File: src/rtl/lsu_initiator.sv
// lsu_initiator: load/store unit between the CPU memory stage and a word-addressed data memory.
//
// Accepts one byte/half/word load or store per req_valid/req_ready handshake. It issues
// word-aligned memory transactions with byte enables and lane-aligned write data. Loads
// return the addressed bytes right-justified and sign- or zero-extended. A watchdog aborts
// any transaction that is not acknowledged within TIMEOUT_CYCLES cycles (0 disables it).
//
// Build option: define LSU_MISALIGNED_EN to split misaligned accesses into two word
// transactions. Without it, misaligned accesses complete at once with rsp_err=1 and never
// touch memory.
//
// Ports:
//   clk, rst             clock, synchronous active-high reset
//   req_valid/req_ready  CPU request handshake (ready only while idle)
//   req_we               1 = store, 0 = load
//   req_funct3           000 b, 001 h, 010 w, 100 bu, 101 hu; other codes = word
//   req_addr, req_wdata  byte address and LSB-justified store data
//   rsp_valid            one-cycle completion pulse
//   rsp_rdata, rsp_err   extended load data (0 for stores/errors), error flag
//   mem_req, mem_we      memory transaction active, write strobe
//   mem_addr, mem_be     word address and byte enables
//   mem_wdata            lane-aligned write data
//   mem_rdata, mem_ack   read word and completion from memory
// All outputs are registered.
module lsu_initiator #(
  parameter int unsigned TIMEOUT_CYCLES = 16
) (
  input  logic        clk,
  input  logic        rst,
  input  logic        req_valid,
  output logic        req_ready,
  input  logic        req_we,
  input  logic [2:0]  req_funct3,
  input  logic [31:0] req_addr,
  input  logic [31:0] req_wdata,
  output logic        rsp_valid,
  output logic [31:0] rsp_rdata,
  output logic        rsp_err,
  output logic        mem_req,
  output logic        mem_we,
  output logic [31:0] mem_addr,
  output logic [3:0]  mem_be,
  output logic [31:0] mem_wdata,
  input  logic [31:0] mem_rdata,
  input  logic        mem_ack
);

`ifdef LSU_MISALIGNED_EN
  localparam bit SplitEn = 1'b1;
`else
  localparam bit SplitEn = 1'b0;
`endif

  typedef enum logic [1:0] {StIdle, StAcc0, StAcc1, StResp} state_e;

  state_e      state_q, state_d;
  logic        we_q, we_d;
  logic [2:0]  funct3_q, funct3_d;
  logic [1:0]  off_q, off_d;
  logic [7:0]  mask_q, mask_d;
  logic [63:0] data_q, data_d;
  logic [31:0] lo_q, lo_d;
  logic [31:0] cnt_q, cnt_d;

  logic        req_ready_q, req_ready_d;
  logic        rsp_valid_q, rsp_valid_d;
  logic [31:0] rsp_rdata_q, rsp_rdata_d;
  logic        rsp_err_q, rsp_err_d;
  logic        mem_req_q, mem_req_d;
  logic        mem_we_q, mem_we_d;
  logic [31:0] mem_addr_q, mem_addr_d;
  logic [3:0]  mem_be_q, mem_be_d;
  logic [31:0] mem_wdata_q, mem_wdata_d;

  // Request decode, only meaningful in the acceptance cycle.
  logic [3:0]  size_be;
  logic [7:0]  acc_mask;
  logic [63:0] acc_data;
  logic        misaligned;
  logic        timeout;

  always_comb begin
    unique case (req_funct3[1:0])
      2'b00:   size_be = 4'b0001;
      2'b01:   size_be = 4'b0011;
      default: size_be = 4'b1111;
    endcase
    acc_mask   = {4'b0000, size_be} << req_addr[1:0];
    acc_data   = {32'h0, req_wdata} << {req_addr[1:0], 3'b000};
    misaligned = ((req_funct3[1:0] == 2'b01) && (req_addr[1:0] == 2'b11)) ||
                 (req_funct3[1] && (req_addr[1:0] != 2'b00));
  end

  assign timeout = (TIMEOUT_CYCLES != 0) && (cnt_q == 32'(TIMEOUT_CYCLES - 1));

  // Shift the two captured words down to the access offset, then truncate and extend.
  function automatic logic [31:0] extend(input logic [63:0] word, input logic [1:0] off,
                                         input logic [2:0] funct3);
    logic [31:0] sh;
    sh = 32'(word >> {off, 3'b000});
    case (funct3)
      3'b000:  extend = {{24{sh[7]}}, sh[7:0]};
      3'b001:  extend = {{16{sh[15]}}, sh[15:0]};
      3'b100:  extend = {24'h0, sh[7:0]};
      3'b101:  extend = {16'h0, sh[15:0]};
      default: extend = sh;
    endcase
  endfunction

  always_comb begin
    state_d     = state_q;
    we_d        = we_q;
    funct3_d    = funct3_q;
    off_d       = off_q;
    mask_d      = mask_q;
    data_d      = data_q;
    lo_d        = lo_q;
    cnt_d       = cnt_q;
    req_ready_d = 1'b0;
    rsp_valid_d = 1'b0;
    rsp_rdata_d = 32'h0;
    rsp_err_d   = 1'b0;
    mem_req_d   = 1'b0;
    mem_we_d    = 1'b0;
    mem_addr_d  = 32'h0;
    mem_be_d    = 4'h0;
    mem_wdata_d = 32'h0;

    unique case (state_q)
      StIdle: begin
        req_ready_d = 1'b1;
        if (req_valid) begin
          req_ready_d = 1'b0;
          we_d        = req_we;
          funct3_d    = req_funct3;
          off_d       = req_addr[1:0];
          mask_d      = acc_mask;
          data_d      = acc_data;
          if (misaligned && !SplitEn) begin
            state_d     = StResp;
            rsp_valid_d = 1'b1;
            rsp_err_d   = 1'b1;
          end else begin
            state_d     = StAcc0;
            cnt_d       = 32'h0;
            mem_req_d   = 1'b1;
            mem_we_d    = req_we;
            mem_addr_d  = {req_addr[31:2], 2'b00};
            mem_be_d    = acc_mask[3:0];
            mem_wdata_d = acc_data[31:0];
          end
        end
      end

      StAcc0, StAcc1: begin
        if (mem_ack) begin
          if ((state_q == StAcc0) && (mask_q[7:4] != 4'h0)) begin
            // Second word of a split access; mem_req stays high, the add wraps at 2^32.
            lo_d        = mem_rdata;
            state_d     = StAcc1;
            cnt_d       = 32'h0;
            mem_req_d   = 1'b1;
            mem_we_d    = we_q;
            mem_addr_d  = mem_addr_q + 32'd4;
            mem_be_d    = mask_q[7:4];
            mem_wdata_d = data_q[63:32];
          end else begin
            state_d     = StResp;
            rsp_valid_d = 1'b1;
            if (!we_q) begin
              // Single-word accesses only use bytes of the low word.
              rsp_rdata_d = (state_q == StAcc0) ? extend({32'h0, mem_rdata}, off_q, funct3_q)
                                                : extend({mem_rdata, lo_q}, off_q, funct3_q);
            end
          end
        end else if (timeout) begin
          state_d     = StResp;
          rsp_valid_d = 1'b1;
          rsp_err_d   = 1'b1;
        end else begin
          cnt_d       = cnt_q + 32'd1;
          mem_req_d   = 1'b1;
          mem_we_d    = mem_we_q;
          mem_addr_d  = mem_addr_q;
          mem_be_d    = mem_be_q;
          mem_wdata_d = mem_wdata_q;
        end
      end

      StResp: begin
        state_d     = StIdle;
        req_ready_d = 1'b1;
      end

      default: state_d = StIdle;
    endcase
  end

  always_ff @(posedge clk) begin
    if (rst) begin
      state_q     <= StIdle;
      we_q        <= 1'b0;
      funct3_q    <= 3'h0;
      off_q       <= 2'h0;
      mask_q      <= 8'h0;
      data_q      <= 64'h0;
      lo_q        <= 32'h0;
      cnt_q       <= 32'h0;
      req_ready_q <= 1'b1;
      rsp_valid_q <= 1'b0;
      rsp_rdata_q <= 32'h0;
      rsp_err_q   <= 1'b0;
      mem_req_q   <= 1'b0;
      mem_we_q    <= 1'b0;
      mem_addr_q  <= 32'h0;
      mem_be_q    <= 4'h0;
      mem_wdata_q <= 32'h0;
    end else begin
      state_q     <= state_d;
      we_q        <= we_d;
      funct3_q    <= funct3_d;
      off_q       <= off_d;
      mask_q      <= mask_d;
      data_q      <= data_d;
      lo_q        <= lo_d;
      cnt_q       <= cnt_d;
      req_ready_q <= req_ready_d;
      rsp_valid_q <= rsp_valid_d;
      rsp_rdata_q <= rsp_rdata_d;
      rsp_err_q   <= rsp_err_d;
      mem_req_q   <= mem_req_d;
      mem_we_q    <= mem_we_d;
      mem_addr_q  <= mem_addr_d;
      mem_be_q    <= mem_be_d;
      mem_wdata_q <= mem_wdata_d;
    end
  end

  assign req_ready = req_ready_q;
  assign rsp_valid = rsp_valid_q;
  assign rsp_rdata = rsp_rdata_q;
  assign rsp_err   = rsp_err_q;
  assign mem_req   = mem_req_q;
  assign mem_we    = mem_we_q;
  assign mem_addr  = mem_addr_q;
  assign mem_be    = mem_be_q;
  assign mem_wdata = mem_wdata_q;

endmodule

File: config.mk
export PLATFORM = sky130hd
export DESIGN_NAME = lsu_initiator
export DESIGN_NICKNAME = d
export VERILOG_FILES = /design/src/rtl/lsu_initiator.sv
export SDC_FILE = /design/constraint.sdc
export NUM_CORES = 1
export LEC_CHECK = 0
export BUFFER_PORTS_ARGS = -buffer_cell sky130_fd_sc_hd__buf_2
export CORE_MARGIN = 3
export CORE_UTILIZATION = 35
export CTS_CLUSTER_DIAMETER = 120
export DETAILED_ROUTE_END_ITERATION = 8
export HOLD_SLACK_MARGIN = 0.05
export SYNTH_ARGS = -nofsm -noshare
export SYNTH_HDL_FRONTEND = slang
export SYNTH_SLANG_ARGS = --single-unit
File: constraint.sdc
create_clock -name clk -period 4.9 [get_ports clk]
set_clock_uncertainty 0.2 [all_clocks]
set_input_delay 0.98 -clock clk [delete_from_list [all_inputs] [get_ports clk]]
set_output_delay 0.98 -clock clk [all_outputs]
set_load 0.02 [all_outputs]
==> reports/summary.md, run 1 <==
Largest vdd supply drop: 0.259 mV. After detailed routing, the average wire length per cell comes to 20.0 um. At the end of the flow, the number of nets in the layout was 1555.

Startpoint class of the critical path: a primary input. Sequential cells were found to cover 36.8% of the synthesized design area. The clock net in this run drives a total of 202 sinks. For this run, asynchronously set or reset flops after synthesis account for 0%. The final route contains 11.1k vias. The pre-antenna-repair detailed-routing pass consisted of 6 iterations. The maximum level of the CTS H-tree is 1, and the worst hold slack after final layout is 0.247 ns. The cell area that synthesis handed to floorplanning was 11000 um2. The tools report the reg-to-reg critical path startpoint as cnt_q[0]. Setup total negative slack on the finished layout was measured at 0 ns. The number of different library cells used by synthesis comes to 70. For the worst-skew pair, the clock arrives at the later sink with an insertion delay of 0.52 ns. The tightest min-delay check is of the reg2reg type.

For this run, the leading register cell type out of synthesis is dfxtp_1. The maximum number of pins on one net before global-route repair is 108, and the final wirelength is 37.2 mm. Registers are responsible for 34.0% of the overall power. For the total count of max-transition violations in the final report, the log shows 0. STA classifies the critical path endpoint as a register. The measured slew at the worst slew-check pin came out at 1.20 ns. The internal power summed over all cells is 3.57 mW.

The clock-pin transition on the worst setup and hold timing paths came out at 0.06 ns. In this run, CTS created clock tree buffers numbering 25. The tools report the die area as 33500 um2. The flow ran to the end, and the final reports show no timing, DRC or antenna violations. In this run the core area contains 64 standard-cell rows. In this run the power density over the cells is 440 nW/um2. Number of failing hold endpoints at the final stage: 0. The worst-path maximum fanout is 28, and the post-detailed-route via-to-cell ratio is 5.95. The part of the total power dissipated in combinational logic was 33.6%; the number of cell instances on the worst register-to-register path was 6.

In this run the most critical hold path is launched from mem_wdata[7]. The number of I/O pins is 209, and the maximum clock insertion buffer count is 3. At the end of routability-driven placement, the weighted congestion stood at 0.871. The routed design uses 17.1 mm of met2 wire. Of the cells placed in the final design, the portion with a size suffix greater than 1 is 23.4%. Setup repair after global routing left no endpoint under its margin.

The number of global-route vias before repair is 10.6k, and the number of remaining DRC errors is 0. Flip-flop and latch count after synthesis: 202. Global routing used 21.4% of the available tracks across all layers. The worst path in the final design needs a cycle of 3.45 ns, including I/O delays and setup. For the number of antenna violations at the first check in global routing, the log shows 8. In this run, the clock network consumes 32.4% of the power.

Max-cap violations in this run came to 0. The tools report the CTS root buffer as clkbuf_16. Measured along the x axis, the die boundary spans 183 um. For the worst setup path, the data arrival time is 3.69 ns. The met3 wirelength from detailed routing came out at 2.63 mm.

The cell leakage power is 4.82 nW, and the setup-violating endpoint count in the final report is 0. In this run the top signal layer used is met5. For the count of mapped cells out of synthesis, the log shows 1302. The number of warnings issued by yosys was 0. For the post-layout utilization of the core, the log shows 42.5%. Initial cell density of the core: 35.7%.

TritonCTS built the clock tree. The number of input and output port buffers inserted was 206. The worst-case headroom to the max-slew limit came out at 20.1%.

Count of cells resized by post-cts repair: 0. For this block, the initial DRC count from the detailed router was 801. Once placement finished, the instance area stood at 12200 um2. After legalization and detailed placement, the total HPWL measured 25.7 mm. The post-CTS setup repair buffer count is 0, and the power dissipated by switching net loads is 2.18 mW.

The worst hold path stage count came out at 2. The type of the worst setup path is in2reg. The slack of the worst reg-to-reg path was 1.54 ns. The count of nets left with antenna violations once routing finished came out at 0.

The tools report the endpoint of the most critical register-to-register path as cnt_q[20]. The worst-case setup margin in the final layout is 1.45 ns. The share of the cycle needed by the critical path after routing came out at 70.4%. In the final routing, the length of wire on met1 measures 16.3 mm.

The tools report the endpoint of the worst hold path as mem_wdata[7]. Net switching is 37.9% of the power. Data on the critical path is required at its endpoint by 5.14 ns. Height of the chip: 183 um. For this design, the CTS-stage hold fixing added 0 buffers. Derived from the worst setup path, the maximum achievable clock frequency is 290 MHz.

The global-route wire length before repair was 58.8 mm. The remaining global-route overflow came out at 0. Once layout is done, the placed cells without fillers occupy 13100 um2. The tools report the area of the placeable core as 30700 um2. The number of enable-type register cells in the synthesized netlist came out at 0. Relative to the synthesized area, the layout overhead comes to 19.0%. The average size of a mapped cell is 8.44 um2, and the worst setup slack after placement is 1.05 ns.
-- critical path, stage by stage --
cell and delay (ns):
buf_2 0.55, a21o_1 0.30, a221oi_4 0.17, o221ai_2 0.81, nand2_1 0.54, a31oi_1 0.31
-- power by group through the flow --
stage / sequential (mW) / combinational (mW) / clock, mW
after floorplan: 2.04 / 1.29 / 0
after global placement: 1.99 / 1.90 / 0
after detailed placement: 1.99 / 1.92 / 0
after CTS: 1.96 / 1.92 / 1.90
after global routing: 1.98 / 2.11 / 1.96
final: 1.96 / 1.93 / 1.86
-- synthesized netlist by cell type, types with 7 or more instances --
| cell | instances | area share (%) |
|---|---|---|
| a31oi_1 | 20 | 1.1 |
| and4_1 | 13 | 1.0 |
| mux2_2 | 25 | 2.6 |
| a221oi_1 | 33 | 2.6 |
| a22o_1 | 10 | 0.80 |
| a21o_1 | 7 | 0.48 |
| mux2i_1 | 44 | 4.0 |
| o2111ai_1 | 10 | 0.80 |
| nand2b_1 | 8 | 0.46 |
| nand2_1 | 214 | 7.3 |
| dfxtp_1 | 202 | 37 |
| o22ai_1 | 22 | 1.3 |
| mux4_2 | 37 | 7.6 |
| and3_1 | 10 | 0.57 |
| nor3_1 | 35 | 1.6 |
| inv_1 | 22 | 0.75 |
| o21ai_1 | 33 | 1.5 |
| a211o_1 | 7 | 0.56 |
| o31a_1 | 7 | 0.56 |
| buf_2 | 35 | 1.6 |
| nor2_1 | 81 | 2.8 |
| o2bb2ai_1 | 10 | 0.80 |
| a22oi_1 | 25 | 1.7 |
| o21ai_0 | 15 | 0.68 |
| clkbuf_1 | 62 | 2.1 |
| nand4_1 | 24 | 1.4 |
| nor4_1 | 22 | 1.3 |
| a21oi_1 | 97 | 4.4 |
| or4_1 | 8 | 0.55 |
| buf_1 | 9 | 0.31 |
| nand3_1 | 67 | 3.1 |
-- layout make-up --
class / count / area, um2
Antenna cell: 3 / 7.51
Clock buffer: 33 / 706
Clock inverter: 12 / 124
Fill cell: 3123 / 17700
Inverter: 23 / 86.3
Multi-Input combinational cell: 970 / 6440
Sequential cell: 202 / 4050
Tap cell: 396 / 495
Timing Repair Buffer: 223 / 1160
-- flip-flops by register name (all words and copies together) (netlist names) --
signal / count
off_q: 2
mem_wdata: 32
rsp_rdata: 32
mem_be: 4
lo_q: 32
mask_q: 3
funct3_q: 3
data_q: 24
state_q: 2
mem_addr: 30
cnt_q: 32
mem_we: 1
mem_req: 1
req_ready: 1
rsp_err: 1
we_q: 1
rsp_valid: 1
-- cells by family (layout without fill, tap and decap cells) --
logic type | count (synthesis) | in the layout | share of synthesized area [%]
flops | 202 | 202 | 36.8
mux | 107 | 107 | 14.3
fa+ha+maj | 6 | 6 | 0.683
xor+xnor | 7 | 7 | 0.558
compound gates | 347 | 347 | 21.6
simple gates | 501 | 501 | 21.1
buf+inv | 131 | 291 | 4.94
other cells | 1 | 5 | 0.0341
-- per-layer routing --
metal / global-route usage (%) / up-vias
met2: 34.0 / 468
met4: 7.50 / 10
li1: - / 5172
met3: 3.77 / 76
met5: 0 / -
met1: 29.5 / 5358
-- how the worst max path moves through the flow --
stage                startpoint   endpoint  cells after the start
floorplan           req_addr[1]  cnt_q[12]                      6
global placement    req_addr[1]  cnt_q[21]                      6
detailed placement  req_addr[1]  cnt_q[22]                      6
CTS                 req_addr[1]  cnt_q[28]                      6
global route        req_addr[1]  cnt_q[13]                      6
finish              req_addr[1]  cnt_q[20]                      6
-- through the flow --
step                total power, mW  std cells
floorplan                      3.32       1303
global placement               3.89       1814
detailed placement             3.91       1814
CTS                            5.78       1859
global route                   6.05       1862
finish                         5.75       1862
-- cell usage in the layout (no fill, tap or decap), types with 10 or more instances in the layout --
master / count
a21oi_1: 95
mux4_2: 37
a22oi_1: 25
nor2_1: 80
nor3_1: 34
nand4_1: 24
nand3_1: 67
dfxtp_1: 200
mux2_2: 25
a221oi_1: 33
o22ai_1: 22
and3_1: 10
mux2i_1: 44
o2111ai_1: 10
clkbuf_16: 25
a22o_1: 10
buf_4: 18
o2bb2ai_1: 10
nor4_1: 22
inv_1: 22
o21ai_1: 32
and4_1: 13
o21ai_0: 15
buf_2: 205
nand2_1: 214
a31oi_1: 20
Power figures use the tool's default switching activity.
==> inputs of run 2 (changes only) <==
- clock period: 4.9 -> 3.3 ns (I/O delays scaled with it)
==> run 2 against run 1 <==
Against the previous run:
- critical path depth is 2 higher
- register-to-register slack got worse by 1.0 ns
- count of clock-buffer cells in the layout up 1
- largest power group is now combinational logic
- highest routed layer unchanged
==> reports/summary.md, run 2 (synthesized netlist as in run 1, its figures left out) <==
Net switching is 37.5% of the power. Setup repair after global routing left no endpoint under its margin. The core region is 30700 um2.

The commonest non-fill, non-tap cell in the layout was nand2_1. The floorplan step set the die width to 183 um. For this design the static power due to leakage is 4.94 nW.

The wire length on met2 was 17.0 mm. The number of antenna violations at the first check in global routing came out at 8. The run gives 0 as the number of failing hold endpoints at the final stage. Leaving out fill and tap cells, the most frequent cells in the layout are 214 x nand2_1, 205 x buf_2, 200 x dfxtp_1.

For this design the total switching power over the nets is 3.24 mW. From synthesis to final layout, the design area changed by 20.5%. The number of clock buffers added by TritonCTS is 25. The final-layout setup total negative slack was 0 ns.

TritonCTS built the clock tree. The run gives 1 as the maximum level of the CTS H-tree. For the part of the total power dissipated in combinational logic, the log shows 34.8%. The number of global-route vias before repair is 10.3k.

In this run the deepest clock path goes through 3 buffers. The minimum clock period was 2.80 ns; the highest clock frequency the design can meet was 358 MHz. The routed layout has 11.1k vias.

The slowest stage cell on the critical path was ha_1. The count of hold-fix buffers inserted at cts was 0; the final net count was 1576. The path class of the tightest hold or removal check is in2reg. The die area came out at 33500 um2. The HPWL after detailed placement was 26.5 mm. The post-detailed-route via-to-cell ratio came out at 5.91.

In the final routing, the length of wire on met1 measures 15.9 mm. The internal power summed over all cells is 5.40 mW, and the maximum cell stage delay along the critical path is 0.46 ns. The height of the chip was 183 um.

After detailed routing, the number of remaining DRC violations is 0. The critical path's top delay family was simple AND/OR/NAND/NOR gates. The clock latency reported for the late side of the worst-skew pair was 0.52 ns. Buffers placed on the I/O ports in this run total 206. Cells with a size suffix above 1 make up 24.4% of the layout. The tools report the count of cells resized by post-cts repair as 0. Per report_power, the clock group accounts for 31.8% of the total. The run gives 3.07 mm as the met3 wirelength from detailed routing. The flow ran to the end, and the final reports show no timing, DRC or antenna violations.

The type of the worst setup path is reg2reg. After clock tree synthesis, the clock-pin slew on the worst setup and hold paths is 0.06 ns. VDD sags by at most 0.378 mV. The tools report the power share of the sequential group as 33.4%. In the final routed layout, each cell accounts on average for 19.6 um.

The post-CTS setup repair buffer count was 0. Overall power consumption after layout is estimated at 8.64 mW. The number of I/O pins was 209. The final wirelength came out at 37.1 mm. At the worst endpoint, the arrival time is 3.01 ns. Walking the worst path, the cells encountered are inv_1 > ha_1 > nor2b_1 > nand2_1 > a21oi_2 > buf_4 > o21ai_1 > o311ai_1. The areal power density over the cells is 653 nW/um2. For the worst setup path, the data required time is 3.51 ns. The initial cell density of the core is 35.7%, and the measured slew at the worst slew-check pin is 0.870 ns.

For this block, the initial DRC count from the detailed router was 1002. The worst setup path is launched from a register. Worst-case headroom to the max-slew limit: 41.6%. The maximum number of pins on one net before global-route repair was 61. The tightest hold path in the finished design has a slack of 0.143 ns. The total count of max-transition violations in the final report is 0, and the share of the cycle needed by the critical path after routing is 84.7%. Highest routed metal layer: met5. The pre-antenna-repair detailed-routing pass consisted of 8 iterations. The final RePlAce weighted congestion was 0.876. Counting every sink on the clock net gives 202. In this run the remaining antenna-violating nets after routing total 0. The floorplan has 64 rows.

The global-route wire length before repair came out at 58.0 mm. Summed over all layers, the global routing overflow is 0. The setup-violating endpoint count in the final report was 0.

The CTS root buffer was clkbuf_16. Counting both buffers and inverters, the worst setup path holds a total of 2. Of all nets on the critical path, the largest fanout is 22. For the layout filler cell count, the log shows 3109. STA classifies the critical path endpoint as a register. The tool flagged a number of max-cap violations equal to 0.

The run gives 21.2% as the total routing usage reported by global routing.
-- run 2: cell count changes in the layout (fill, tap and decap cells not counted), moves of 3 or more --
cell	previous run	this run
buf_4	18	38
clkinv_2	5	8
clkinvlp_4	4	1
diode_2	3	6
-- run 2: routing by layer --
layer | vias to the layer above | GRT usage (%)
li1 | 5225 | -
met1 | 5351 | 29.4
met2 | 495 | 33.2
met3 | 68 | 4.56
met4 | 6 | 6.61
met5 | - | 0
-- run 2: final cells by class --
type                       instances  area, um2  area share (%)
clock buffer                      34        709            5.36
clock inverter                    11        108           0.813
timing repair buffer             244       1330            10.1
multi-input combinational        970       6440            48.7
antenna                            6       15.0           0.113
tap                              396        495            3.74
inverter                          23       86.3           0.652
sequential                       202       4050            30.6
-- run 2: per-stage QoR --
step	std cells	util [%]	instance area, um2	setup WS [ns]
2_1_floorplan	1303	-	11000	0.842
4_1_cts	1880	43.0	13200	0.534
6_report	1886	43.0	13200	0.504
3_3_place_gp	1835	40.3	12400	0.589
5_1_grt	1884	43.0	13200	0.261
3_5_place_dp	1835	40.3	12400	0.554
-- run 2: final timing paths --
check	depth (start not counted)	startpoint	end	slack, ns
worst max-delay path	8	state_q[0]	mem_addr[27]	0.50
worst min-delay path	2	req_addr[31]	mem_addr[31]	0.14
worst max register to register	8	state_q[0]	mem_addr[27]	0.50
worst min register to register	2	mem_wdata[0]	mem_wdata[0]	0.25
-- run 2: power groups by stage --
stage	clock (mW)	combinational [mW]	sequential, mW
after floorplan	0	1.91	3.02
final	2.75	3.01	2.88
after detailed placement	0	2.99	2.93
after global placement	0	2.98	2.92
after CTS	2.82	3.00	2.88
after global routing	2.92	3.27	2.92
